--- src/rtl/ov7670_stream_gen.sv ---
// ov7670_stream_gen
//   Emulates the transmit side of an OV7670 pixel bus. It produces pclk,
//   vsync, href and an RGB565 byte stream (high byte first) carrying one of
//   four test patterns, using the framing the capture path expects.
// Ports:
//   clk, reset        system clock; asynchronous active-high reset
//   enable            start/continue frames (sampled at a frame boundary)
//   pattern_sel[1:0]  pattern for the next frame (latched at frame start)
//   pclk              emulated pixel clock, clk / CLK_DIV
//   vsync, href       frame and line framing, active high
//   data[7:0]         pixel byte; 0 whenever href is low
//   frame_cnt[7:0]    number of completed frames (wraps)
//   frame_done        one-clk pulse when a frame's last blank line ends
module ov7670_stream_gen #(
    parameter int IMG_WIDTH   = 160,
    parameter int IMG_HEIGHT  = 120,
    parameter int CLK_DIV     = 4,
    parameter int H_BLANK     = 144,
    parameter int VSYNC_LINES = 3,
    parameter int V_FRONT     = 17,
    parameter int V_BACK      = 10
) (
    input  logic       clk,
    input  logic       reset,
    input  logic       enable,
    input  logic [1:0] pattern_sel,
    output logic       pclk,
    output logic       vsync,
    output logic       href,
    output logic [7:0] data,
    output logic [7:0] frame_cnt,
    output logic       frame_done
);

    localparam int DW = (CLK_DIV > 2) ? $clog2(CLK_DIV) : 1;
    localparam logic [DW-1:0] DIV_LAST = DW'(CLK_DIV - 1);
    localparam logic [DW-1:0] DIV_HALF = DW'(CLK_DIV / 2);
    localparam logic [15:0] H_LAST   = 16'(2 * IMG_WIDTH + H_BLANK - 1);
    localparam logic [15:0] H_ACT    = 16'(2 * IMG_WIDTH);
    localparam logic [15:0] VS_LAST  = 16'(VSYNC_LINES - 1);
    localparam logic [15:0] VF_LAST  = 16'(V_FRONT - 1);
    localparam logic [15:0] ACT_LAST = 16'(IMG_HEIGHT - 1);
    localparam logic [15:0] VB_LAST  = 16'(V_BACK - 1);
    localparam logic [15:0] BAR_W    = 16'(IMG_WIDTH / 8);

    typedef enum logic [2:0] {IDLE, VSYNC, VFRONT, ACTIVE, VBACK} state_t;

    state_t        state, nxt_state;
    logic [DW-1:0] div_cnt;
    logic [15:0]   h_cnt, v_cnt, nxt_h, nxt_v;
    logic [1:0]    pat;
    logic          slot_end, frame_end;
    logic [15:0]   px_x, bar, rgb;
    logic          nxt_href;
    logic [7:0]    nxt_byte;

    assign slot_end = (div_cnt == DIV_LAST);
    assign pclk     = (div_cnt >= DIV_HALF);

    // Position of the slot that starts at the next slot boundary. The bus
    // registers are loaded from this position, so outputs change at pclk
    // falling and describe the slot the receiver samples next.
    always_comb begin
        nxt_state = state;
        nxt_h     = h_cnt;
        nxt_v     = v_cnt;
        frame_end = 1'b0;
        if (state == IDLE) begin
            nxt_h = '0;
            nxt_v = '0;
            if (enable) nxt_state = VSYNC;
        end else if (h_cnt != H_LAST) begin
            nxt_h = h_cnt + 16'd1;
        end else begin
            nxt_h = '0;
            nxt_v = v_cnt + 16'd1;
            case (state)
                VSYNC:  if (v_cnt == VS_LAST)  begin nxt_state = VFRONT; nxt_v = '0; end
                VFRONT: if (v_cnt == VF_LAST)  begin nxt_state = ACTIVE; nxt_v = '0; end
                ACTIVE: if (v_cnt == ACT_LAST) begin nxt_state = VBACK;  nxt_v = '0; end
                VBACK: begin
                    if (v_cnt == VB_LAST) begin
                        nxt_v     = '0;
                        frame_end = 1'b1;
                        nxt_state = enable ? VSYNC : IDLE;
                    end
                end
                default: ;
            endcase
        end
    end

    // Pattern generator for the next slot's pixel (x = slot/2, y = line).
    always_comb begin
        px_x = {1'b0, nxt_h[15:1]};
        bar  = px_x / BAR_W;
        rgb  = 16'h0000;
        case (pat)
            2'd0: begin
                case (bar)
                    16'd0:   rgb = 16'hFFFF;
                    16'd1:   rgb = 16'hFFE0;
                    16'd2:   rgb = 16'h07FF;
                    16'd3:   rgb = 16'h07E0;
                    16'd4:   rgb = 16'hF81F;
                    16'd5:   rgb = 16'hF800;
                    16'd6:   rgb = 16'h001F;
                    default: rgb = 16'h0000;
                endcase
            end
            2'd1:    rgb = {px_x[7:3], px_x[7:2], px_x[7:3]};
            2'd2:    rgb = (px_x[3] ^ nxt_v[3]) ? 16'hFFFF : 16'h0000;
            default: rgb = {frame_cnt[4:0], 6'h00, ~frame_cnt[4:0]};
        endcase
        nxt_href = (nxt_state == ACTIVE) && (nxt_h < H_ACT);
        nxt_byte = nxt_h[0] ? rgb[7:0] : rgb[15:8];
    end

    always_ff @(posedge clk or posedge reset) begin
        if (reset) begin
            div_cnt    <= '0;
            state      <= IDLE;
            h_cnt      <= '0;
            v_cnt      <= '0;
            pat        <= '0;
            vsync      <= 1'b0;
            href       <= 1'b0;
            data       <= 8'h00;
            frame_cnt  <= 8'h00;
            frame_done <= 1'b0;
        end else begin
            frame_done <= 1'b0;
            if (slot_end) begin
                div_cnt <= '0;
                state   <= nxt_state;
                h_cnt   <= nxt_h;
                v_cnt   <= nxt_v;
                // Entering VSYNC from IDLE or VBACK is the frame boundary.
                if (nxt_state == VSYNC && state != VSYNC) pat <= pattern_sel;
                vsync <= (nxt_state == VSYNC);
                href  <= nxt_href;
                data  <= nxt_href ? nxt_byte : 8'h00;
                if (frame_end) begin
                    frame_done <= 1'b1;
                    frame_cnt  <= frame_cnt + 8'd1;
                end
            end else begin
                div_cnt <= div_cnt + 1'b1;
            end
        end
    end

endmodule

--- config.mk ---
export PLATFORM = sky130hd
export DESIGN_NAME = ov7670_stream_gen
export DESIGN_NICKNAME = d
export VERILOG_FILES = /design/src/rtl/ov7670_stream_gen.sv
export SDC_FILE = /design/constraint.sdc
export NUM_CORES = 1
export LEC_CHECK = 0
export ABC_AREA = 1
export BUFFER_PORTS_ARGS = -buffer_cell sky130_fd_sc_hd__buf_2
export CAP_MARGIN = 20
export CORE_ASPECT_RATIO = 0.75
export CORE_MARGIN = 2
export CORE_UTILIZATION = 67
export DETAILED_ROUTE_END_ITERATION = 10
export GPL_TIMING_DRIVEN = 0
export PLACE_DENSITY = 0.86
export SLEW_MARGIN = 0
export SYNTH_ARGS = -nofsm -noshare
export SYNTH_HDL_FRONTEND = slang
export SYNTH_SLANG_ARGS = --single-unit
--- constraint.sdc ---
create_clock -name clk -period 8.2 [get_ports clk]
set_input_delay 0.82 -clock clk [delete_from_list [all_inputs] [get_ports clk]]
set_output_delay 0.82 -clock clk [all_outputs]
set_load 0.03 [all_outputs]
; ---- Word level (Yosys, flattened, before mapping)
; Cells that the tools add are included.
[classes]
addsub = 4
n_div = 1
order_cmp = 2
n_eq_ne = 22
mux = 30
bitwise_logic = 2
n_reduce_logical = 8
[ops]
columns = op, n
row1 = $mux W16, 9
row2 = $pmux W16 S7, 1
row3 = $pmux W16 S4, 1
row4 = $eq A16 B2 Y1 const B, 3
row5 = $eq A16 B3 Y1 const B, 3
row6 = $pmux W16 S3, 1
row7 = $add A16 B1 Y16 const B, 2
row8 = $mux W3, 7
row9 = $div A15 B5 Y16 const B, 1
row10 = $eq A16 B1 Y1 const B, 1
row11 = $eq A16 B4 Y1 const B, 1
row12 = $eq A16 B5 Y1 const B, 1
row13 = $eq A16 B7 Y1 const B, 1
row14 = $logic_not A16 Y1, 1
row15 = $lt A16 B9 Y1 const B, 1
row16 = $mux W8, 2
row17 = $ne A16 B9 Y1 const B, 1
row18 = $pmux W3 S4, 1
row19 = $eq A3 B2 Y1 const B, 3
row20 = $add A8 B1 Y8 const B, 1
row21 = $mux W1, 7
row22 = $eq A3 B1 Y1 const B, 2
row23 = $reduce_and A2 Y1, 3
row24 = $not A5 Y5, 1
row25 = other kinds (12), 14
[totals]
regBits = 58
in_bits = 5
output_inout_bits = 20
word_cells = 80

; ---- Longest topological paths before layout
[logic_depth]
ltp_word = 10
depth_mapped = 58
depth_no_buf = 58

; ---- Worst setup path before layout
; OpenSTA, ideal clock, no wires.
[synth_timing]
kind = flip-flop to flip-flop
startpoint = reg h_cnt[0]
endpoint = reg data[4]
t_arrival_ps = 4346
required_time_ps = 8083
setup_slack_ps = 3737
path_stages_with_launch = 53
n_path_buf = 0
period_less_slack_ps = 4463
cell_sequence = dfrtp_1 -> ha_1 -> nand3_2 -> nor2_4 -> nand3_1 -> nand2_1 -> nand3_2 -> nand2_1 -> nor2_1 -> nor2_2 -> nand2_2 -> o21ai_2 -> inv_2 -> nand2_2 -> nand2_2 -> nand3_2 -> nand2_4 -> nand2_4 -> (+17 left out) -> nand2_4 -> nand2_2 -> nand2_2 -> inv_2 -> nand2_4 -> nand2_2 -> nand2_1 -> nand3_1 -> nand2_2 -> nand2_1 -> nand2_1 -> nand2_1 -> nand3_2 -> nand2_1 -> nand2_1 -> nand2_1 -> nand2_1 -> nand2_1
[synth_via]
elab_chain_cells = 9
elab_cells_between_ends = 25
cone_classes = 1 x add/sub / 1 x div / 1 x order compare / 8 x eq/ne / 11 x mux / 1 x bitwise / 2 x reduce/logical
[synth_rtl]
columns = item, line_no
row1 = from (decl), 50  ; logic [15:0] h_cnt, v_cnt, nxt_h, nxt_v;
row2 = from (signal assigned), 136  ; h_cnt <= nxt_h;
row3 = $add A16 B1 Y16 or $ne A16 B9 Y1 (tied branches), "73, 72"
row4 = $mux W16, 72  ; end else if (h_cnt != H_LAST) begin
row5 = $mux W16, 68  ; if (state == IDLE) begin
row6 = $div A15 B5 Y16, 96  ; bar = px_x / BAR_W;
row7 = $eq A16 B3 Y1 (tied with other cells), 100  ; case (bar)
row8 = $pmux W16 S7, 100
row9 = $pmux W16 S3, 98  ; case (pat)
row10 = $mux W8, 116  ; nxt_byte = nxt_h[0] ? rgb[7:0] : rgb[15:8];
row11 = $mux W8 (*), 142  ; data <= nxt_href ? nxt_byte : 8'h00;
row12 = to (signal assigned), 142
row13 = to (decl), 30  ; output logic [7:0] data,
; Every way passes the cells marked *; elsewhere a longest branch is shown, timed or not. The select of a mux whose other input is x is not followed.
; A chain may end at the register's enable or synchronous reset.

; ---- Final worst setup path
; Same ends and word-level chain as after synthesis.

==> impl_metrics.ini <==
[sta]
slew_headroom_pct = 61.75
fin_crit_sh_pct = 65.84
tightest_slew_ns = 0.5738
timing.fmax_mhz = 185.2
rsz0062_at_grt = no
hold_viol = 0
clock_skew_ns = 0.008454
setup_viol = 0
setup_tns_ns = 0
final_max_slew_viol_count = 0
fin_crit_ns = 5.399

[power]
peakVddDrop_uv = 94.83
p_leak_nw = 2.623
p_per_area_nw_per_um2 = 121.5

[placed_design]
dpl.hpwl_mm = 8.513
io_buffer_count = 24
gp_congestion = 0.9357
dp_cells = 761
placed_cell_area_um2 = 4633

[logic_synthesis]
syn_area_um2 = 4392
synth.most_common_cell = nand2_1
synth_seq_area_share_pct = 33.05
ys_warn_count = 0
synth_flop_cell = dfrtp_1
synth_top_area_share_pct = 33.05
ys_types = 39
syn_avg_cell_area_um2 = 6.705
ys_seq_elements = 58
synthArstFlopShare_pct = 100.0
syn_nets = 668
yosys-top-cells-area = dfrtp_1 (33%), nand2_1 (15%), nand3_1 (8.0%)
synth.largest_area_cell = dfrtp_1
synth-edff-count = 0
synth_common_cells = nand2_1 (179), inv_1 (82), nand3_1 (70), dfrtp_1 (58), nor2_1 (56)
synthCells = 655

[die]
design.die.area_um2 = 7225
core_um2 = 6319
io_pins = 25
die_x_um = 97.49
num_rows = 25
die_y_um = 74.12
initial_utilization_pct = 69.50

[routing]
drt-total-wl_mm = 11.52
drc = 0
via_per_inst = 5.864
wire_per_inst_um = 14.83
route.antenna.remaining_nets = 0
drt_first_pass_iters = 6
drt-initial-drc-count = 421
vias = 4556

[layout]
final_nets = 704
insertedDiodeCount = 0
seq_area_um2 = 1451
final_cells = 777
multi_input_area_um2 = 2546
drive_gt1_share_pct = 16.38
fill_cells = 477
syn_to_final_growth_pct = 10.46
design_area_um2 = 4851

[worst_setup_path]
required_ns = 8.45
arrival_ns = 5.65
critPathMaxFanout = 7
cpMaxStageDelayCell = dfrtp_1
path_class = reg -> reg
start_kind = flop
path_common_cell = nand2_1
worst_setup_path_end_kind = flop
slowest_delay_ns = 0.41

[cts]
cts.clk_slew.worst_paths_ns = 0.07
cts_made_buffers = 9
cts_max_level = 3
insertion_delay_ns = 0.35
clock-sinks = 58
postCtsSetupRepairBufs = 0
cts_root_buf = clkbuf_8
clockBufferDepth = 2
cts_tree = built
cts_resized = 0
holdBufCountCts = 0

[global_routing]
grt_max_degree = 45
antenna_found_initial = 0
grt_usage_pct = 32.74
grt_pass1_vias = 4184
grt_pass1_wl_mm = 19.12
gr-total-overflow = 0

[worst_hold_path]
hold_class = in -> async

[status]
status = complete, no violations

[job]
max_cap_violations = 0
## final cells by class
class	count	area share, %
Clock inverter	7	1.934
Sequential cell	58	29.92
Inverter	98	7.583
Timing Repair Buffer	25	2.889
Tap cell	81	2.089
Clock buffer	9	2.554
Multi-Input combinational cell	492	52.49
Buffer	7	0.5417
## power breakdown
| part | switching [mW] | internal, mW | total [mW] |
|---|---|---|---|
| Sequential | 0 | 0.286 | 0.286 |
| Combinational | 0.00611 | 0.00171 | 0.00782 |
| Clock | 0.125 | 0.170 | 0.296 |
| Total | 0.132 | 0.458 | 0.589 |
## sequential cells by signal (all words and copies together) (netlist names)
name / cells
pat: 2
frame_done: 1
h_cnt: 16
vsync: 1
data: 8
div_cnt: 2
state: 3
v_cnt: 16
frame_cnt: 8
href: 1
## per-stage QoR
stage                     hold WS [ns]  power (mW)  setup slack, ns  utilization, %
after detailed placement        0.4531      0.2995            2.900           73.33
after CTS                       0.4189      0.5898            2.906           76.77
after global routing            0.4328      0.6055            2.320           76.77
after floorplan                 0.4242      0.2956            3.737               -
final                           0.4131      0.5894            2.801           76.77
after global placement          0.4388      0.2982            3.127           73.01
## placed cells by master (no fill, tap or decap), types with 2 or more instances in the layout
| cell type | n |
|---|---|
| o21ai_2 | 2 |
| a21oi_1 | 14 |
| nand3_2 | 13 |
| inv_2 | 16 |
| bufinv_16 | 2 |
| or2_2 | 4 |
| nor2_2 | 5 |
| clkbuf_8 | 9 |
| buf_2 | 24 |
| xor2_1 | 12 |
| nand2_1 | 179 |
| o21ai_1 | 4 |
| nor3_1 | 7 |
| nand4_1 | 19 |
| inv_1 | 81 |
| clkinv_2 | 2 |
| o21ai_0 | 42 |
| nor2_1 | 56 |
| nor4_1 | 7 |
| a31oi_1 | 2 |
| o22ai_1 | 2 |
| nand2_4 | 10 |
| nand3_1 | 70 |
| a21boi_0 | 2 |
| dfrtp_1 | 58 |
| clkbuf_1 | 7 |
| nand2_2 | 20 |
| clkinvlp_4 | 2 |
| ha_1 | 8 |
## cell families after synthesis
family                     after synthesis  synth area share, %
AOI/OAI and AO/OA                       78                10.17
xor gates and xnor gates                13                2.593
adders and majority gates                8                2.279
buffers and inverters                  105                8.974
DFF                                     58                33.05
and+or+nand+nor                        393                42.93
## metal layers
layer	track usage, %	share of wire [%]	vias up
li1	-	-	2202
met1	44.46	44	2093
met2	53.33	46	239
met3	7.801	9.2	22
met4	9.722	1.3	0
met5	0	0	-
## worst max-delay path: cells and delay by family, from the launching register on
family          cells  cell delay, ns
buf+inv             1            0.05
simple gates       45            4.47
fa+ha+maj           1            0.23
flops               1            0.41
compound gates      1            0.14
## final timing paths
kind,from,end,slack [ns],cells after the start
setup reg to reg,h_cnt[0],data[4],2.80,48
setup / recovery,h_cnt[0],data[4],2.80,48
hold reg to reg,div_cnt[0],div_cnt[0],0.46,1
max in group asynchronous,reset,h_cnt[11],7.25,3
min in group clk,div_cnt[0],div_cnt[0],0.46,1
hold / removal,reset,frame_cnt[4],0.41,2
Power figures use the tool's default switching activity.
